**src/rtl/fifo_pkg.sv**
```systemverilog
// fifo_pkg: shared constants and Gray-pointer helpers for the async FIFO controllers
package fifo_pkg;

    localparam int DEF_ADDR_W = 4;

    function automatic logic [31:0] bin2gray(input logic [31:0] b);
        return b ^ (b >> 1);
    endfunction

    // Gray code of a pointer exactly one lap ahead of g: invert its top two bits
    function automatic logic [31:0] full_gray(input logic [31:0] g, input int aw);
        return g ^ (32'd3 << (aw - 1));
    endfunction

endpackage

```
**src/rtl/gray2bin.sv**
```systemverilog
// gray2bin: combinational Gray-to-binary conversion (prefix XOR from the MSB down)
//   gray : Gray-coded input
//   bin  : binary equivalent
module gray2bin #(
    parameter int WIDTH = 5
) (
    input  logic [WIDTH-1:0] gray,
    output logic [WIDTH-1:0] bin
);

    for (genvar i = 0; i < WIDTH; i++) begin : g_bit
        assign bin[i] = ^gray[WIDTH-1:i];
    end

endmodule

```
**src/rtl/fifo_wr_ctrl.sv**
```systemverilog
// fifo_wr_ctrl: async FIFO write-domain controller (pointers, full/almost-full, fill level, overflow)
//   clk, rst         : write clock, asynchronous active-low reset
//   wr_en            : write request
//   rd_ptr_gray_sync : Gray read pointer already synchronized into clk domain
//   mem_we, wr_addr  : memory write port
//   wr_ptr_gray      : registered Gray write pointer for the read-domain synchronizer
//   full, almost_full, fill_level, overflow : registered status
module fifo_wr_ctrl
    import fifo_pkg::*;
#(
    parameter int ADDR_W   = DEF_ADDR_W,
    parameter int AFULL_TH = 2
) (
    input  logic              clk,
    input  logic              rst,
    input  logic              wr_en,
    input  logic [ADDR_W:0]   rd_ptr_gray_sync,
    output logic              mem_we,
    output logic [ADDR_W-1:0] wr_addr,
    output logic [ADDR_W:0]   wr_ptr_gray,
    output logic              full,
    output logic              almost_full,
    output logic [ADDR_W:0]   fill_level,
    output logic              overflow
);

    localparam int PW = ADDR_W + 1;
    localparam logic [PW-1:0] AF_LIM = PW'((1 << ADDR_W) - AFULL_TH);

    logic [PW-1:0] wr_ptr_bin;
    logic [PW-1:0] bin_next;
    logic [PW-1:0] gray_next;
    logic [PW-1:0] rd_bin;
    logic [PW-1:0] fill_next;

    // No memory write while reset is held, even with wr_en high
    assign mem_we    = wr_en & ~full & rst;
    assign wr_addr   = wr_ptr_bin[ADDR_W-1:0];
    assign bin_next  = wr_ptr_bin + PW'(mem_we);
    assign gray_next = PW'(bin2gray(32'(bin_next)));
    assign fill_next = bin_next - rd_bin;

    gray2bin #(.WIDTH(PW)) u_rd_g2b (
        .gray (rd_ptr_gray_sync),
        .bin  (rd_bin)
    );

    // Status is computed from the next write pointer and the current synced
    // read pointer, so an accept and a read-pointer move land in the same edge
    always_ff @(posedge clk or negedge rst) begin
        if (!rst) begin
            wr_ptr_bin  <= '0;
            wr_ptr_gray <= '0;
            full        <= 1'b0;
            almost_full <= 1'b0;
            fill_level  <= '0;
            overflow    <= 1'b0;
        end else begin
            wr_ptr_bin  <= bin_next;
            wr_ptr_gray <= gray_next;
            full        <= gray_next == PW'(full_gray(32'(rd_ptr_gray_sync), ADDR_W));
            almost_full <= fill_next >= AF_LIM;
            fill_level  <= fill_next;
            overflow    <= wr_en & full;
        end
    end

endmodule

```
**config.mk**
```make
export PLATFORM = sky130hd
export DESIGN_NAME = fifo_wr_ctrl
export DESIGN_NICKNAME = d
export VERILOG_FILES = /design/src/rtl/fifo_pkg.sv /design/src/rtl/gray2bin.sv /design/src/rtl/fifo_wr_ctrl.sv
export SDC_FILE = /design/constraint.sdc
export NUM_CORES = 1
export LEC_CHECK = 0
export CAP_MARGIN = 40
export CORE_MARGIN = 8
export CORE_UTILIZATION = 35
export CTS_BUF_LIST = sky130_fd_sc_hd__clkbuf_16
export CTS_CLUSTER_DIAMETER = 100
export CTS_CLUSTER_SIZE = 24
export DETAILED_ROUTE_END_ITERATION = 10
export PLACE_DENSITY = 0.72
export SYNTH_ARGS = -nofsm -noshare
export SYNTH_HDL_FRONTEND = slang
export SYNTH_SLANG_ARGS = --single-unit
```
**constraint.sdc**
```tcl
create_clock -name clk -period 5.8 [get_ports clk]
set_input_delay 1.16 -clock clk [delete_from_list [all_inputs] [get_ports clk]]
set_output_delay 1.16 -clock clk [all_outputs]
set_load 0.005 [all_outputs]
```
Word level (Yosys, flattened, before mapping) --
Cells that the tools add are included.
Storage, ports and cells: register bits 18, input port bits 8, output and inout port bits 18
Operators by class: add/subtract/negate cells 2, $lt $le $gt $ge 1, equality and inequality tests 1, bitwise logic cells 6, reductions and logical operators 4
Operators by type and width (count):
- $add 5x1->5 | 1
- $eq 5x5->1 | 1
- $ge 5x4->1 const B | 1
- $reduce_xor 5->1 | 1
- $sub 5x5->5 | 1
- $xor 5x4->5 | 1
- $reduce_xor 4->1 | 1
- $and 1x1->1 | 3
- $reduce_xor 3->1 | 1
- $not 2->2 | 1
- $reduce_xor 2->1 | 1
- $not 1->1 | 1

Logic depth before layout (Yosys ltp) --
Gate-level depths: netlist of run 1.
word-level depth 6, depth in mapped cells 10, depth with buffers taken out 10

Cells and area by module --
A second synthesis of run 1 with hierarchy kept.
Unflattened totals: cell total of the unflattened synthesis 80, area total of the unflattened synthesis 954.7 um^2
Modules (own cells, without submodules):
- fifo_wr_ctrl | times used 1, cells an instance 74, area an instance 882.1 um^2, sequential area each 425.4 um^2
- gray2bin | times used 1, cells an instance 6, area an instance 72.6 um^2, sequential area each 0.0 um^2

Worst setup path before layout of run 1 --
No wires, ideal clock.
path type input port to flip-flop, start point input port rd_ptr_gray_sync[4], end point register almost_full, arrival time 3.083 ns, slack 2.597 ns, cell stages on the path 9, buffers on the path 0, path through xnor3_2 -> xor2_1 -> xnor2_1 -> ha_1 -> fa_1 -> nand2b_1 -> o21ai_1 -> xor2_1 -> a31o_1
On the way: word-level cells in the longest chain between the ends 3, elaborated cells on any way between the ends 6
Ends and longest elaborated chain:
- start: declaration | line fifo_wr_ctrl.sv:17 | input logic [ADDR_W:0] rd_ptr_gray_sync,
- $reduce_xor 5->1, or another cell as far along | line gray2bin.sv:12 | assign bin[i] = ^gray[WIDTH-1:i];
- $sub 5x5->5 (*) | line fifo_wr_ctrl.sv:41 | assign fill_next = bin_next - rd_bin;
- via fill_next[4] | line fifo_wr_ctrl.sv:34 | logic [PW-1:0] fill_next;
- $ge 5x4->1 (*) | line fifo_wr_ctrl.sv:62 | almost_full <= fill_next >= AF_LIM;
- end signal: assignment | line fifo_wr_ctrl.sv:55 | almost_full <= 1'b0;
- end signal: assignment | line fifo_wr_ctrl.sv:62
- end: declaration | line fifo_wr_ctrl.sv:22 | output logic almost_full,
Mark *: on every way through the listed nets, which the timed path passes. The rest lies on a longest branch.

Worst setup path after layout of run 1 --
start point input port rst, end point output port mem_we
On the way: word-level cells in the longest chain between the ends 1
Ends and longest elaborated chain:
- start: declaration | line fifo_wr_ctrl.sv:15 | input logic rst,
- $and 1x1->1 | line fifo_wr_ctrl.sv:37 | assign mem_we = wr_en & ~full & rst;
- end: declaration | line fifo_wr_ctrl.sv:18 | output logic mem_we,
No other way between the ends.

==> impl_metrics.tcl, run 1 <==
set metrics [dict create \
    start_util_pct 36.6 \
    clockPowerShare_pct 17.9 \
    seq_power_share_pct 28.2 \
    post-place-ws_ns 1.39 \
    worstSetupPathType "in2out" \
    yosys.area.top_type_share_pct 47.8 \
    layout_min_cycle_time_ns 4.06 \
    num_vias 587 \
    cts.clk_slew.worst_paths_ns 0.05 \
    ant_nets 0 \
    period_share_pct 70.0 \
    worstPathArrival_ns 2.90 \
    area_growth_pct 40.8 \
    intPower_uw 492 \
    synth_common_cells "17 x dfrtp_1, 9 x xnor2_1, 9 x xor2_1" \
    setup_viol_count_final 0 \
    cts_resized 0 \
    reg2reg_to "almost_full" \
    fin_ws_ns 1.74 \
    endpoint_kind "primary output" \
    synth.net_count 85 \
    via_per_inst 4.59 \
    antenna_found_initial 0 \
    grt_max_degree 19 \
    max_freq_mhz 246 \
    n_antenna_cell 0 \
    ir_drop_v 0.000280 \
    p_leak_uw 0.000563 \
    drtIter0Drc 30 \
    clockBufferDepth 2 \
    core_region_area_sq_um 2430 \
    synth_top_area_cell "dfrtp_1" \
    swShare_pct 34.6 \
    dp_cells 124 \
    drive_above_1_share_pct 8.16 \
    ys_types 25 \
    synth-seq-cells 17 \
    crit_required_ns 4.64 \
    rows 18 \
    hold_end "overflow" \
    fillCellCount 242 \
    cpPeakStageDelay_ns 0.96 \
    max_cap_violations 0 \
    p_comb_share_pct 53.9 \
    die_h_um 66.4 \
    cts-root-buf "clkbuf_16" \
    status "complete, no violations" \
    io_pins 26 \
    cp_slowest_cell "clkdlybuf4s50_1" \
    cts_tree "yes" \
    timing.slew.headroom_pct 49.4 \
    ff_latch_area_sq_um 425 \
    synth.yosys.seq_area_share_pct 47.8 \
    ys.warnings.count 0 \
    ff2ff_setup_slack_ns 3.36 \
    cts-hold-fix-buffers 0 \
    reg2reg_from "full" \
    rsz0062_at_grt "false" \
    die_x_um 66.4 \
    cp_max_fo 18 \
    place_congestion 0.731 \
    synth.avg_cell_area_sq_um 12.7 \
    synth_cells 70 \
    worstHoldPathCells 1 \
    grt_first_pass_wirelength_um 3010 \
    grt_pass1_vias 632 \
    r2r_cells 9 \
    ys_async_sr_fraction_pct 100 \
    wl_um 1760 \
    crit_buf_inv 2 \
    die_area_sq_um 4410 \
    finalHoldViolations 0 \
    cts.sinks 17 \
    port_buffers 25 \
    yosysMostFrequentCell "dfrtp_1" \
    crit_chain "clkdlybuf4s50_1 -> nand2_1 -> nor2_1 -> clkdlybuf4s50_1" \
    ys_top_cells_by_area "dfrtp_1 48%, xnor2_1 8.9%, xor2_1 8.9%" \
    drt-pass1-iter-count 4 \
    cts_setup_buffers 0 \
    fin_total_pwr_uw 752 \
    grtUsageTotal_pct 9.14 \
    powerDensity_nw_per_um2 601 \
    synth_edf_count 0 \
    cts_buffers 3 \
    cp_common_cell "clkdlybuf4s50_1" \
    hold_ws_ns 0.510 \
    htreeDepth 1 \
    overflow 0 \
    tightest_slew_ns 0.756 \
    drv_slew 0 \
    insertion_delay_ns 0.25 \
    worstHoldStart "full" \
    p_switching_uw 260 \
    cp-start-kind "primary input" \
    setup_tns_ns 0 \
    syn_area_sq_um 890 \
    hp-class "reg2reg" \
    wl_per_cell_um 13.8 \
    place_hpwl_um 1450 \
    skew_ns 0.00682 \
    instances_no_fill 128 \
    final_nets 114 \
    multi_input_comb_area_sq_um 442 \
    drcViolationCount 0 \
    synth_ff_type "dfrtp_1" \
    cp_top_family "buffers and inverters" \
]
cell families (layout without fill, tap and decap cells):
logic type,count (synthesis),in the layout,share of synthesized area [%]
xor gates and xnor gates,21,21,24.9
DFF,17,17,47.8
and+or+nand+nor,10,10,6.75
AOI/OAI and AO/OA,9,9,7.31
adders and majority gates,7,7,10.7
buffers and inverters,6,34,2.53
placed cells by master (no fill, tap or decap):
| cell | n |
|---|---|
| clkdlybuf4s50_1 | 25 |
| dfrtp_1 | 17 |
| xor2_1 | 9 |
| xnor2_1 | 9 |
| inv_1 | 6 |
| ha_1 | 6 |
| clkbuf_16 | 3 |
| nand2b_1 | 2 |
| a21oi_1 | 2 |
| nand3_1 | 2 |
| o21ai_0 | 2 |
| and3_1 | 1 |
| xor2_2 | 1 |
| xnor3_2 | 1 |
| o21ai_2 | 1 |
| o21ai_1 | 1 |
| and4b_2 | 1 |
| a21boi_0 | 1 |
| nand2_1 | 1 |
| nor2_1 | 1 |
| or3_1 | 1 |
| xor3_1 | 1 |
| a2111oi_2 | 1 |
| and2_1 | 1 |
| a31o_1 | 1 |
| fa_1 | 1 |
per-stage QoR:
step	instance area, sq um	utilization, %
2_1_floorplan	890	-
3_3_place_gp	1170	48.3
3_5_place_dp	1170	48.3
4_1_cts	1250	51.5
5_1_grt	1250	51.5
6_report	1250	51.5
power by group through the flow:
stage / combinational (uW) / sequential, uW / clock (uW)
3_5_place_dp: 410 / 216 / 0
4_1_cts: 415 / 214 / 135
3_3_place_gp: 401 / 213 / 0
5_1_grt: 452 / 220 / 144
2_1_floorplan: 234 / 216 / 0
6_report: 405 / 212 / 135
routing by layer:
layer	routed length [um]	GRT usage [%]	vias to the layer above
met5	0	0	-
met4	36	5.33	0
met3	166	3.90	5
met2	879	14.8	19
met1	679	9.67	275
li1	-	-	288
sequential cells by signal (all words and copies together), names as in the netlist:
signal	flops
wr_ptr_bin	5
wr_ptr_gray	4
overflow	1
almost_full	1
fill_level	5
full	1
worst max-delay path by stage:
| stage | to | depth (start not counted) | start |
|---|---|---|---|
| 2_1_floorplan | almost_full | 9 | rd_ptr_gray_sync[4] |
| 3_3_place_gp | full | 9 | rst |
| 3_5_place_dp | almost_full | 11 | rst |
| 4_1_cts | mem_we | 4 | rst |
| 5_1_grt | almost_full | 11 | rst |
| 6_report | mem_we | 4 | rst |
cell type report:
type                            count  area share (%)
Sequential cell                    17            34.0
Multi-Input combinational cell     47            35.3
Clock inverter                      1           0.300
Timing Repair Buffer               25            20.0
Tap cell                           30            3.00
Inverter                            5            1.50
Clock buffer                        3            5.99
worst reg2reg max path: stages (launching register included):
cell and delay [ns]:
dfrtp_1 0.38, nor2_1 0.15, ha_1 0.22, ha_1 0.26, xor2_2 0.36, ha_1 0.34
a21oi_1 0.18, o21ai_2 0.08, xor2_1 0.16, a31o_1 0.22
Note: power is estimated with default switching activity, not from simulation.
==> run 2, diff against run 1 <==
--- a/config.mk
+++ b/config.mk
@@ -12,7 +12,7 @@
 export CTS_CLUSTER_DIAMETER = 100
 export CTS_CLUSTER_SIZE = 24
 export DETAILED_ROUTE_END_ITERATION = 10
-export PLACE_DENSITY = 0.72
+export PLACE_DENSITY = 0.74
 export SYNTH_ARGS = -nofsm -noshare
 export SYNTH_HDL_FRONTEND = slang
 export SYNTH_SLANG_ARGS = --single-unit
==> constraint.sdc (replaced) <==
create_clock -name clk -period 3.6 [get_ports clk]
set_input_delay 0.72 -clock clk [delete_from_list [all_inputs] [get_ports clk]]
set_output_delay 0.72 -clock clk [all_outputs]
set_load 0.005 [all_outputs]
==> run 2 against run 1 <==
Effect of this change:
- register-to-register slack got worse by 2.3 ns
- critical path type is now in2reg
- sequential share of layout area shrank 0.20 points
- core utilization increased by 0.31 points
==> impl_metrics.tcl, run 2 (same netlist as run 1, synthesis figures left out) <==
set metrics [dict create \
    status "complete, no violations" \
    worstSetupPathType "in2reg" \
    layout_commonest_cell "clkdlybuf4s50_1" \
    cts-root-buf "clkbuf_16" \
    ff_latch_area_sq_um 425 \
    final_nets 115 \
    cts.sinks 17 \
    cp-start-kind "primary input" \
    top_regs "fill_level x5, wr_ptr_bin x5, wr_ptr_gray x4" \
    cts_tree "yes" \
    htreeDepth 1 \
    drtIter0Drc 56 \
    die_area_sq_um 4410 \
    port_buffers 25 \
    insertion_delay_ns 0.25 \
    n_antenna_cell 0 \
    worstPathArrival_ns 3.41 \
    num_vias 597 \
    finalHoldViolations 0 \
    grt_first_pass_wirelength_um 3350 \
    drive_above_1_share_pct 9.09 \
    cts_resized 0 \
    post-route-util_pct 51.8 \
    area_growth_pct 41.6 \
    max_freq_mhz 306 \
    endpoint_kind "flop" \
    drcViolationCount 0 \
    layout_common_cells "25 x clkdlybuf4s50_1, 17 x dfrtp_1, 9 x xor2_1, 9 x xnor2_1" \
    ant_nets 0 \
    p_leak_uw 0.000567 \
    via_per_inst 4.63 \
    place_hpwl_um 1530 \
    worstHoldPathCells 1 \
    cts.clk_slew.worst_paths_ns 0.05 \
    ir_drop_v 0.000496 \
    hp-class "reg2reg" \
    wl_um 1880 \
    start_util_pct 36.6 \
    crit_required_ns 3.74 \
    final_area_sq_um 1260 \
    period_share_pct 90.9 \
    setup_tns_ns 0 \
    hold_ws_ns 0.523 \
    io_pins 26 \
    grtUsageTotal_pct 10.0 \
    dpl_cell_area_sq_um 1180 \
    fin_ws_ns 0.327 \
    skew_ns 0.00378 \
    timing.slew.headroom_pct 69.3 \
    cts_setup_buffers 0 \
    rows 18 \
    powerDensity_nw_per_um2 965 \
    drv_slew 0 \
    grt_pass1_vias 708 \
    cts_buffers 3 \
    core_region_area_sq_um 2430 \
    overflow 0 \
    multi_input_comb_area_sq_um 442 \
    rsz0062_at_grt "false" \
    max_cap_violations 0 \
    cts-hold-fix-buffers 0 \
    post-place-ws_ns 0.0633 \
    layout_min_cycle_time_ns 3.27 \
    fillCellCount 231 \
    place_congestion 0.786 \
    wl_per_cell_um 14.6 \
    die_h_um 66.4 \
    drt-pass1-iter-count 2 \
    r2r_cells 7 \
    tightest_slew_ns 0.460 \
    clockBufferDepth 2 \
    grt_max_degree 18 \
    die_x_um 66.4 \
    antenna_found_initial 0 \
    cp_max_fo 3 \
    setup_viol_count_final 0 \
]
run 2: changes by cell type in the layout (fill, tap and decap cells not counted):
| cell | before | now |
|---|---|---|
| buf_4 | 0 | 1 |
run 2: worst paths after layout:
| kind | startpoint | to | slack [ns] |
|---|---|---|---|
| worst max-delay path | rd_ptr_gray_sync[4] | almost_full | 0.33 |
| worst min register to register | full | overflow | 0.52 |
| worst min-delay path | full | overflow | 0.52 |
| worst max register to register | full | full | 1.05 |
| max in group asynchronous | rst | wr_ptr_bin[3] | 2.57 |
| min in group asynchronous | rst | fill_level[2] | 0.84 |
run 2: layout make-up:
| class | instances | share of cell area (%) |
|---|---|---|
| Sequential cell | 17 | 33.8 |
| Timing Repair Buffer | 26 | 20.5 |
| Tap cell | 30 | 2.98 |
| Clock buffer | 3 | 5.96 |
| Clock inverter | 1 | 0.298 |
| Multi-Input combinational cell | 47 | 35.1 |
| Inverter | 5 | 1.49 |
run 2: metrics by stage:
| stage | total power, uW | instances |
|---|---|---|
| floorplan | 725 | 70 |
| global placement | 989 | 125 |
| detailed placement | 1020 | 125 |
| CTS | 1240 | 129 |
| global route | 1320 | 129 |
| finish | 1220 | 129 |
run 2: where the power goes:
group / total (uW) / leakage [uW] / switching (uW) / internal, uW
Sequential: 345 / 0.000205 / 53.4 / 292
Clock: 214 / 0.0000423 / 67.2 / 147
Combinational: 656 / 0.000320 / 301 / 355
run 2: worst max-delay path: stages:
cell	delay (ns)
clkdlybuf4s50_1	0.54
xnor3_2	0.49
xor2_1	0.27
xnor2_1	0.11
ha_1	0.22
fa_1	0.43
nand2b_1	0.16
o21ai_1	0.15
xor2_1	0.11
a31o_1	0.20
run 2: per-layer routing:
metal	GRT usage [%]	wire length (um)
met1	9.93	713
met2	17.9	983
met3	3.39	140
met4	5.60	42
met5	0	0
==> run 3, diff against run 2 <==
--- a/config.mk
+++ b/config.mk
@@ -12,7 +12,7 @@
 export CTS_CLUSTER_DIAMETER = 100
 export CTS_CLUSTER_SIZE = 24
 export DETAILED_ROUTE_END_ITERATION = 10
-export PLACE_DENSITY = 0.74
+export PLACE_DENSITY = 0.72
 export SYNTH_ARGS = -nofsm -noshare
 export SYNTH_HDL_FRONTEND = slang
 export SYNTH_SLANG_ARGS = --single-unit
==> constraint.sdc (replaced) <==
create_clock -name clk -period 3.2 [get_ports clk]
set_input_delay 0.64 -clock clk [delete_from_list [all_inputs] [get_ports clk]]
set_output_delay 0.64 -clock clk [all_outputs]
set_load 0.005 [all_outputs]
==> run 3 against run 2 <==
Effect of this change:
- die area is the same
- largest cell class unchanged
- first-iteration DRC count shrank 14%
- sequential power grew 12%
- via count grew 2.3%
- non-clock buffer count grew 5
- highest routed layer unchanged
- critical path depth is the same
- sequential share of layout area shrank 1.2 points
- largest power group unchanged
==> impl_metrics.tcl, run 3 (same netlist as run 1, synthesis figures left out) <==
set metrics [dict create \
    status "complete, no violations" \
    io_pins 26 \
    cts-root-buf "clkbuf_16" \
    num_vias 611 \
    finalHoldViolations 0 \
    period_share_pct 94.0 \
    cts-hold-fix-buffers 0 \
    cp-start-kind "primary input" \
    drv_slew 0 \
    fin_ws_ns 0.191 \
    wl_per_cell_um 14.2 \
    worstSetupPathType "in2reg" \
    max_freq_mhz 332 \
    place_congestion 0.854 \
    drcViolationCount 0 \
    die_h_um 66.4 \
    dpl_cell_area_sq_um 1220 \
    wl_met1_um 717 \
    overflow 0 \
    area_growth_pct 46.7 \
    cts.sinks 17 \
    port_buffers 25 \
    rows 18 \
    p_leak_uw 0.000593 \
    clockBufferDepth 2 \
    cts.clk_slew.worst_paths_ns 0.05 \
    rsz0062_at_grt "false" \
    tightest_slew_ns 0.371 \
    place_hpwl_um 1550 \
    cp_max_fo 3 \
    timing.slew.headroom_pct 75.0 \
    grt_pass1_vias 674 \
    crit_required_ns 3.34 \
    top_regs "fill_level x5, wr_ptr_bin x5, wr_ptr_gray x4" \
    hp-class "reg2reg" \
    insertion_delay_ns 0.25 \
    wl_met2_um 990 \
    cts_tree "yes" \
    layout_min_cycle_time_ns 3.01 \
    fin_total_pwr_uw 1400 \
    skew_ns 0.00248 \
    die_x_um 66.4 \
    endpoint_kind "flop" \
    drt-pass1-iter-count 4 \
    wl_um 1910 \
    n_antenna_cell 0 \
    fillCellCount 221 \
    maxUsedRoutingLayer "met4" \
    ir_drop_v 0.000474 \
    worstPathArrival_ns 3.15 \
    powerDensity_nw_per_um2 1080 \
    die_area_sq_um 4410 \
    cts_buffers 3 \
    grtUsageTotal_pct 9.72 \
    drive_above_1_share_pct 14.4 \
    layout_common_cells "25 x clkdlybuf4s50_1, 17 x dfrtp_1, 9 x xnor2_1, 8 x xor2_1" \
    post-place-ws_ns -0.128 \
    grt_max_degree 18 \
    setup_viol_count_final 0 \
    ant_nets 0 \
    dr_wl_met3_um 149 \
    core_region_area_sq_um 2430 \
    layout_commonest_cell "clkdlybuf4s50_1" \
    grt_first_pass_wirelength_um 3150 \
    final_area_sq_um 1310 \
    htreeDepth 1 \
    via_per_inst 4.56 \
    max_cap_violations 0 \
    start_util_pct 36.6 \
    final_nets 120 \
    drtIter0Drc 48 \
    antenna_found_initial 0 \
]
[run 3: cell count changes in the layout (fill, tap and decap cells not counted)]
cell / delta
buf_4: +5
xor2_2: +1
xor2_1: -1
[run 3: where the power goes]
group | internal, uW | leakage [uW] | switching [uW]
combinational | 427 | 0.000346 | 345
clock | 166 | 0.0000423 | 79.9
sequential | 328 | 0.000205 | 57.4
[run 3: worst max-delay path, cell delays in order]
cell and delay (ns):
clkdlybuf4s50_1 0.48, xnor3_2 0.48, xor2_2 0.19, xnor2_1 0.14, ha_1 0.21, fa_1 0.41, nand2b_1 0.16, o21ai_1 0.14
xor2_1 0.10, a31o_1 0.20
[run 3: worst paths after layout]
check / endpoint / start / slack [ns] / cells after the start
setup / recovery: almost_full / rd_ptr_gray_sync[4] / 0.19 / 10
min in group asynchronous: wr_ptr_bin[3] / rst / 0.75 / 2
setup reg to reg: almost_full / full / 0.87 / 9
hold / removal: overflow / full / 0.51 / 1
max in group asynchronous: wr_ptr_bin[2] / rst / 2.26 / 2
hold reg to reg: overflow / full / 0.51 / 1
[run 3: layout make-up]
cell class	count	area [sq um]	area share, %
Sequential cell	17	425	32.6
Inverter	5	18.8	1.44
Timing Repair Buffer	31	295	22.6
Clock buffer	3	75.1	5.75
Clock inverter	1	3.75	0.288
Multi-Input combinational cell	47	449	34.4
Tap cell	30	37.5	2.88
[run 3: per-stage QoR]
| step | hold slack [ns] | std cells | utilization [%] | setup TNS, ns |
|---|---|---|---|---|
| detailed placement | 0.506 | 130 | 50.1 | -0.128 |
| global route | 0.549 | 134 | 53.7 | 0 |
| CTS | 0.519 | 134 | 53.3 | 0 |
| global placement | 0.499 | 130 | 50.1 | -0.0487 |
| floorplan | 0.344 | 70 | - | 0 |
| finish | 0.515 | 134 | 53.7 | 0 |
[run 3: timing repair]
| item | 4_1_cts | 5_1_grt |
|---|---|---|
| gates resized for setup | 0 | 1 |
| endpoints found under the setup margin | 0 | 1 |
| setup buffers | 0 | 0 |
[run 3: per-layer routing]
layer | vias to the layer above | global-route usage, %
met2 | 19 | 16.9
met3 | 5 | 3.73
met5 | - | 0
li1 | 299 | -
met4 | 0 | 6.40
met1 | 288 | 9.33
